**config.mk**
```make
export PLATFORM = sky130hd
export DESIGN_NAME = fetch_buffer_driver
export DESIGN_NICKNAME = d
export VERILOG_FILES = /design/src/rtl/fetch_buffer_driver.sv
export SDC_FILE = /design/constraint.sdc
export NUM_CORES = 1
export LEC_CHECK = 0
export BUFFER_PORTS_ARGS = -buffer_cell sky130_fd_sc_hd__buf_4
export CAP_MARGIN = 40
export CORE_AREA = 2 2 208 128
export DETAILED_ROUTE_END_ITERATION = 8
export DIE_AREA = 0 0 210 130
export HOLD_SLACK_MARGIN = 0.06
export PLACE_DENSITY = 0.65
export SETUP_SLACK_MARGIN = 0.2
export SLEW_MARGIN = 20
export SYNTH_ARGS = -nofsm -noshare
export SYNTH_HDL_FRONTEND = slang
export SYNTH_SLANG_ARGS = --single-unit
```
**constraint.sdc**
```tcl
create_clock -name CLK -period 2.6 [get_ports CLK]
set_input_delay 0.26 -clock CLK [delete_from_list [all_inputs] [get_ports CLK]]
set_output_delay 0.26 -clock CLK [all_outputs]
set_load 0.02 [all_outputs]
```
**src/rtl/fetch_buffer_driver.sv**
```systemverilog
// Fetch-side driver: pulls words from imem into a small queue and feeds the
// fetch buffer, holding assembled instructions for the pipeline.
module fetch_buffer_driver #(
  parameter logic [31:0] RESET_PC = 32'h0000_0200,
  parameter int          QDEPTH   = 2
) (
  input  logic        CLK,
  input  logic        nRST,
  output logic        imem_ren,
  output logic [31:0] imem_addr,
  input  logic        imem_busy,
  input  logic [31:0] imem_rdata,
  output logic [31:0] fb_inst,
  output logic        fb_inst_arrived,
  output logic        fb_reset_en,
  output logic [31:0] fb_reset_pc,
  output logic [31:0] fb_reset_pc_val,
  output logic        fb_pc_update,
  output logic        fb_ex_busy,
  input  logic        fb_done,
  input  logic [31:0] fb_result,
  input  logic [31:0] fb_nextpc,
  input  logic        redirect_en,
  input  logic [31:0] redirect_pc,
  input  logic        stall,
  output logic        instr_valid,
  output logic [31:0] instr,
  output logic [31:0] instr_npc
);

  localparam int PW = $clog2(QDEPTH);
  localparam logic [PW:0] QFULL = (PW+1)'(QDEPTH);

  localparam logic [1:0] S_RST   = 2'd0;
  localparam logic [1:0] S_IDLE  = 2'd1;
  localparam logic [1:0] S_AWAIT = 2'd2;

  logic [1:0]    state_q, state_d;
  logic [31:0]   fetch_q, req_addr_q, rst_pc_q;
  logic          inflight_q, discard_q, redir_q;
  logic [31:0]   qmem_q [QDEPTH];
  logic [PW-1:0] rd_q, wr_q;
  logic [PW:0]   cnt_q, cnt_d;
  logic          vld_q;
  logic [31:0]   instr_q, npc_q;

  logic full, empty, consume, pop, push, complete, arrive;

  assign full     = (cnt_q == QFULL);
  assign empty    = (cnt_q == '0);
  assign consume  = vld_q & ~stall;
  assign pop      = (state_q == S_AWAIT) & fb_done & ~redirect_en;
  assign imem_ren = (state_q != S_RST) & (inflight_q | ~full | pop);
  assign imem_addr = inflight_q ? req_addr_q : fetch_q;
  assign complete = imem_ren & ~imem_busy;
  assign push     = complete & ~discard_q & ~redirect_en;

  // The post-reset pulse is gated by nRST so it stays low while held in reset.
  assign fb_reset_en = ((state_q == S_RST) & nRST) | redir_q;
  assign arrive = (state_q == S_IDLE) & ~empty & (~vld_q | consume)
                & ~redir_q & ~redirect_en;

  assign fb_inst         = qmem_q[rd_q];
  assign fb_inst_arrived = arrive;
  assign fb_reset_pc     = rst_pc_q;
  assign fb_reset_pc_val = rst_pc_q;
  assign fb_pc_update    = consume;
  assign fb_ex_busy      = vld_q & stall;
  assign instr_valid     = vld_q;
  assign instr           = instr_q;
  assign instr_npc       = npc_q;

  assign cnt_d = cnt_q + (PW+1)'(push) - (PW+1)'(pop);

  always_comb begin
    state_d = state_q;
    case (state_q)
      S_RST:   state_d = S_IDLE;
      S_IDLE:  if (arrive) state_d = S_AWAIT;
      S_AWAIT: if (fb_done) state_d = S_IDLE;
      default: state_d = S_RST;
    endcase
    if (redirect_en) state_d = S_IDLE;
  end

  always_ff @(posedge CLK or negedge nRST) begin
    if (!nRST) begin
      state_q    <= S_RST;
      fetch_q    <= RESET_PC & ~32'h3;
      req_addr_q <= RESET_PC & ~32'h3;
      rst_pc_q   <= RESET_PC;
      inflight_q <= 1'b0;
      discard_q  <= 1'b0;
      redir_q    <= 1'b0;
      for (int i = 0; i < QDEPTH; i++) qmem_q[i] <= '0;
      rd_q       <= '0;
      wr_q       <= '0;
      cnt_q      <= '0;
      vld_q      <= 1'b0;
      instr_q    <= '0;
      npc_q      <= '0;
    end else begin
      state_q    <= state_d;
      req_addr_q <= imem_addr;
      inflight_q <= imem_ren & imem_busy;
      redir_q    <= redirect_en;
      if (redirect_en) rst_pc_q <= redirect_pc;
      // A read caught by a redirect completes later; its data is dropped once.
      if (redirect_en & imem_ren & imem_busy) discard_q <= 1'b1;
      else if (complete)                      discard_q <= 1'b0;
      if (redirect_en) begin
        fetch_q <= redirect_pc & ~32'h3;
        rd_q    <= '0;
        wr_q    <= '0;
        cnt_q   <= '0;
        vld_q   <= 1'b0;
      end else begin
        if (push) begin
          qmem_q[wr_q] <= imem_rdata;
          wr_q         <= wr_q + 1'b1;
          fetch_q      <= fetch_q + 32'd4;
        end
        if (pop) rd_q <= rd_q + 1'b1;
        cnt_q <= cnt_d;
        if (pop) begin
          vld_q   <= 1'b1;
          instr_q <= fb_result;
          npc_q   <= fb_nextpc;
        end else if (consume) begin
          vld_q <= 1'b0;
        end
      end
    end
  end

endmodule

```
After elaboration in Yosys (flattened, before gate mapping):

Index checks and enable logic that the tools add are counted.

* register bits: 234
* bits of input ports: 134
* output and inout bits: 198

* $add $sub $neg: 5
* order comparisons: 3
* equality and inequality tests: 5
* multiplexer cells: 23
* bitwise gates (word level): 30
* reduce and logical (&&, ||, !) cells: 11

Operators by type and width (number)
* two-way mux 32 bit: 7
* bitwise mux 64 bit: 1
* adder 32 x 3 -> 32 bit, second input constant: 1
* demux 32 bit (select 1 bit): 1
* AND 1 bit: 16
* two-way mux 1 bit: 9
* two-way mux 2 bit: 4
* NOT 1 bit: 8
* nonzero test 2 bit: 4
* inequality test 3 bit, second input constant: 2
* one-hot mux 2 bit (3 select lines): 1
* AND reduction 2 bit: 3
* equality test 2 bit, second input constant: 2
* >= comparator 2 bit, second input constant: 2
* logical NOT 2 bit: 2
* NOT 1 -> 2 bit: 2
* OR 1 bit: 4
* nonzero test 3 bit: 1
* adder 1 bit, second input constant: 2
* adder 2 x 1 -> 2 bit: 1
* equality test 2 x 1 -> 1 bit, second input constant: 1
* < comparator 2 x 1 -> 1 bit, second input constant: 1
* subtractor 2 x 1 -> 2 bit: 1
* logical AND 1 bit: 1

Depth between registers and ports, before layout:

* word-level depth: 11
* mapped depth: 11

Worst setup path before layout:

Ideal clock, no wire load.

* path type: register to register
* from: register state_q[0]
* to: register cnt_q[0]
* arrival time: 2.052 ns
* data required time: 2.467 ns
* path slack: 0.416 ns
* cell stages (with the launch flop): 11
* path buffers: 2
* period minus slack after synthesis: 2.184 ns
* cells stage by stage: dfrtp_1 -> nand4bb_1 -> buf_2 -> a2111o_1 -> buf_2 -> nor2_2 -> inv_2 -> ha_1 -> inv_1 -> ha_1 -> nor2b_1

* word-level cells in the longest chain between the ends: 11
* elaborated cells between the ends (all ways): 12

Ends and longest elaborated chain
* start, declared: line 38 `logic [1:0] state_q, state_d;`
* start signal, assigned: line 103 `state_q <= state_d;`
* equality test 2 bit: line 52 `assign pop = (state_q == S_AWAIT) & fb_done & ~redirect_en;`
* AND 1 bit (2 in series): line 52
* OR 1 bit: line 53 `assign imem_ren = (state_q != S_RST) & (inflight_q | ~full | pop);`
* AND 1 bit: line 53
* AND 1 bit: line 55 `assign complete = imem_ren & ~imem_busy;`
* AND 1 bit (2 in series): line 56 `assign push = complete & ~discard_q & ~redirect_en;`
* adder 2 x 1 -> 2 bit: line 73 `assign cnt_d = cnt_q + (PW+1)'(push) - (PW+1)'(pop);`
* subtractor 2 x 1 -> 2 bit *: line 73
* two-way mux 2 bit *: line 111 `if (redirect_en) begin`
* end signal, assigned: line 124 `cnt_q <= cnt_d;`
* end, declared: line 43 `logic [PW:0] cnt_q, cnt_d;`

Mark *: on every way between the ends. The rest lies on a longest branch, timed or not.
A chain may end at the register's enable or synchronous reset.

Worst setup path in the final report:

* from: register inflight_q
* to: output imem_addr[9]

* word-level cells in the longest chain between the ends: 1

Ends and longest elaborated chain
* start, declared: line 40 `logic inflight_q, discard_q, redir_q;`
* start signal, assigned: line 105 `inflight_q <= imem_ren & imem_busy;`
* two-way mux 32 bit: line 54 `assign imem_addr = inflight_q ? req_addr_q : fetch_q;`
* end, declared: line 10 `output logic [31:0] imem_addr,`

No other way between the ends.

==> impl_summary.txt <==
----------------------------------------------------
[Detailed routing]
  Met2 wirelength from detailed routing ... 12.7 mm
  First-pass iteration count of the detailed router ... 5
  Residual DRC count ... 0
  Highest signal layer in the routed design ... met4
  Met1 wire length ... about 13 mm
  Number of DRC markers after the initial detailed-route iteration ... 466
  Wire length per cell ... 17.0 microns
  Via count of the routed design ... 7954
  Overall routed net length ... 28.5 mm
  Number of nets still failing antenna checks after routing ... 0
  Met3 routed WL ... 1.78 mm
  DR vias/cell ... 4.76

[Global route]
  Global route overflow ... 0
  Global router's overall resource usage ... 20.4%
  Largest net degree at the start of global routing ... 133
  Global-route wire length before repair ... 44.2 mm
  Number of global-route vias before repair ... 7926
  Number of antenna violations at the first check in global routing ... 0

[Clock network]
  Worst-Skew Late Latency ... 0.51 ns
  Num Clock Sinks ... 232
  CTS root buffer ... sky130_fd_sc_hd__clkbuf_16
  Post-CTS Setup Repair Bufs ... 0
  Num CTS Buffers ... 24
  CTS tree ... done
  Level count of the clock H-tree ... 1
  Clock transition at path regs ... around 0.060 ns
  Clock Tree Buf Depth ... 3

[Timing]
  Transition at the pin with the smallest max-transition slack ... about 0.75 ns
  Max Clock Skew ... roughly 0.014 ns
  Number of endpoints failing setup at the final stage ... 0
  Final hold violations ... 0
  Final critical-path share of the clock period ... 84.3%
  RSZ-0062 raised after global routing ... no
  Timing-limited maximum frequency ... around 0.46 GHz
  Fin crit period ... 2.19 ns
  Number of pins with negative max-slew slack in the final report ... 0
  Final sum of negative setup slack ... 0 ns
  Max transition margin ... 49.9%
  Final hold slack ... approximately 0.077 ns

[Synth]
  Register bit total from synthesis ... about 230
  Yosys warns ... 0
  Proportion of synthesized chip area in sequential cells ... about 58%
  Synth cell types ... 50
  Syn avg cell area ... between 10 and 15 sq um
  Post-synthesis net count ... 1032
  Most common flop cell mapped by yosys ... sky130_fd_sc_hd__dfrtp_1
  FFs w/ async S/R, synth ... 100%
  Cell count after synthesis ... 895
  Number of enable-type register cells in the synthesized netlist ... 0
  Post-synthesis instance area ... 10000 sq um

[Setup path]
  Critical path arrival ... 1.93 ns
  Type of destination of the critical path ... output pin
  Worst setup SP type ... flop
  Internal reg-to-reg setup slack ... about 0.43 ns
  Crit-path max FO ... 35
  Data required time at the worst endpoint ... 2.34 ns
  Critical path start-end classification ... flop to output pin

[Die]
  Floorplan Core Area ... ~26000 sq um
  I/O pin count ... around 330
  Die Footprint ... about 27000 sq um
  Chip width ... around 210 microns
  Vertical die dimension ... 130 microns
  Effective utilization at floorplan ... 39.0%
  Row Count ... 46

[Cells and area]
  Area growth syn-to-layout ... 47.5%
  Final std cells w/o fill ... 1671
  Final non-filler cell area ... 14800 sq um
  Filler cell count in the final layout ... 2080
  Number of antenna cells inserted ... 0
  Most used cells in the layout excluding fill and tap cells ... sky130_fd_sc_hd__buf_4 (341), sky130_fd_sc_hd__nand2_1 (231), sky130_fd_sc_hd__dfrtp_1 (229)
  Final #Nets ... 1455
  Core occupancy in the finished layout ... between 50% and 60%
  Most frequent standard cell in the layout excluding fill and tap cells ... sky130_fd_sc_hd__buf_4
  Share of cells above drive strength 1 ... 37.6%

[Power]
  Internal Dissipation ... 7.74 mW
  Switching power ... roughly 3 mW
  Combinational group share of total power ... 23.5%
  Maximum resistive drop on vdd ... between 0.4 and 0.5 mV
  Switching Fraction ... between 20% and 30%
  Fraction of power consumed by the clock network ... 33.8%
  Portion of total power attributed to sequential cells ... a little over two fifths
  Total power per unit cell area ... 725 nW/um^2
  Static leakage power ... slightly above 7 nW

[Placed design]
  Placed insts ... 1497
  Post-DP HPWL ... 18.5 mm
  Placement Cell Area ... roughly 13000 sq um
  Number of input and output port buffers inserted ... about 330
  Placer Congestion ... 0.777

[Run]
  Max Cap Violations ... 0

[Outcome]
  Status ... completed

[Hold path]
  Class of the worst hold path ... input port to flop

----------------------------------------------------
[registers in the layout (all words and copies together), names as in the netlist]
name / flops
cnt_q: 2
discard_q: 1
fb_reset_pc: 32
fetch_q: 30
inflight_q: 1
instr: 32
instr_npc: 32
instr_valid: 1
qmem_q: 64
rd_q: 1
redir_q: 1
req_addr_q: 32
state_q: 2
wr_q: 1
[power by group through the flow]
stage          clock (mW)  combinational [mW]  sequential [mW]
2_1_floorplan           0                1.34             4.62
3_3_place_gp            0                2.33             4.61
3_5_place_dp            0                2.37             4.63
4_1_cts              3.73                2.54             4.58
5_1_grt              3.87                2.71             4.66
6_report             3.63                2.52             4.58
[cell usage after synthesis, types with 2 or more instances]
| library cell | n | share of area, % |
|---|---|---|
| sky130_fd_sc_hd__mux2_1 | 35 | 3.9 |
| sky130_fd_sc_hd__buf_4 | 38 | 2.8 |
| sky130_fd_sc_hd__mux2i_1 | 3 | 0.30 |
| sky130_fd_sc_hd__and2_1 | 5 | 0.31 |
| sky130_fd_sc_hd__and3_1 | 4 | 0.25 |
| sky130_fd_sc_hd__buf_1 | 6 | 0.22 |
| sky130_fd_sc_hd__o21ai_0 | 46 | 2.3 |
| sky130_fd_sc_hd__nor2b_1 | 4 | 0.25 |
| sky130_fd_sc_hd__inv_1 | 35 | 1.3 |
| sky130_fd_sc_hd__ha_1 | 3 | 0.37 |
| sky130_fd_sc_hd__dfstp_2 | 3 | 0.79 |
| sky130_fd_sc_hd__a21o_1 | 2 | 0.15 |
| sky130_fd_sc_hd__a211o_1 | 2 | 0.17 |
| sky130_fd_sc_hd__o21ai_1 | 11 | 0.55 |
| sky130_fd_sc_hd__nand2_1 | 231 | 8.6 |
| sky130_fd_sc_hd__nand2b_1 | 3 | 0.19 |
| sky130_fd_sc_hd__dfrtp_1 | 229 | 57 |
| sky130_fd_sc_hd__nand4_1 | 6 | 0.37 |
| sky130_fd_sc_hd__xor2_1 | 5 | 0.44 |
| sky130_fd_sc_hd__nor2_1 | 10 | 0.37 |
| sky130_fd_sc_hd__nand3_1 | 10 | 0.50 |
| sky130_fd_sc_hd__clkbuf_1 | 31 | 1.2 |
| sky130_fd_sc_hd__nor4_2 | 10 | 1.2 |
| sky130_fd_sc_hd__mux2_2 | 96 | 11 |
| sky130_fd_sc_hd__a21oi_1 | 4 | 0.20 |
| sky130_fd_sc_hd__xnor2_1 | 25 | 2.2 |
| sky130_fd_sc_hd__nor3_1 | 9 | 0.45 |
| sky130_fd_sc_hd__buf_2 | 4 | 0.20 |
| sky130_fd_sc_hd__and4_1 | 4 | 0.35 |
[cells by family (layout without fill, tap and decap cells)]
logic type | Yosys count | count (layout) | synth area share [%]
and+or+nand+nor | 310 | 310 | 14.4
DFF | 232 | 232 | 57.9
muxes | 134 | 134 | 15.0
buffers and inverters | 116 | 556 | 5.89
AOI/OAI and AO/OA | 70 | 70 | 3.87
xor gates and xnor gates | 30 | 30 | 2.62
adders and majority gates | 3 | 3 | 0.374
[stage by stage]
step                setup WS [ns]  power, mW
finish                      0.409       10.7
global route                0.308       11.2
CTS                         0.372       10.8
detailed placement          0.431       7.01
global placement            0.488       6.94
floorplan                   0.416       5.96
[critical path, stage by stage, from the launching register on]
cell and delay [ns]:
sky130_fd_sc_hd__dfrtp_1 0.37, sky130_fd_sc_hd__buf_4 0.44, sky130_fd_sc_hd__mux2_2 0.42, sky130_fd_sc_hd__buf_4 0.17
[cell type report]
type | instances | area [sq um] | area share [%]
clock buffers | 35 | 673 | 4.55
well taps | 336 | 420 | 2.84
inverters | 36 | 135 | 0.913
repair buffers | 477 | 3970 | 26.8
flip-flops and latches | 232 | 5810 | 39.2
multi-input cells | 547 | 3650 | 24.7
clock inverters | 8 | 144 | 0.972
[timing repair]
action	4_1_cts	5_1_grt
endpoints found under the setup margin	0	1
endpoints found under the hold margin	419	0
resized for setup	0	1
hold buffers	131	0
[worst paths after layout]
check / end / start / depth (start not counted)
min in group asynchronous: fetch_q[17] / nRST / 3
worst max-delay path: imem_addr[9] / inflight_q / 3
worst min register to register: instr_npc[13] / instr_npc[13] / 2
worst max register to register: fetch_q[29] / state_q[0] / 6
max in group asynchronous: instr_npc[27] / nRST / 3
worst min-delay path: fb_reset_pc[4] / redirect_pc[4] / 3
[layer usage]
metal | global-route usage (%) | vias to the layer above
li1 | - | 3766
met4 | 5.01 | 0
met5 | 0 | -
met3 | 4.72 | 38
met2 | 31.6 | 261
met1 | 29.2 | 3889
No activity file was read; power rests on OpenSTA's default activity.
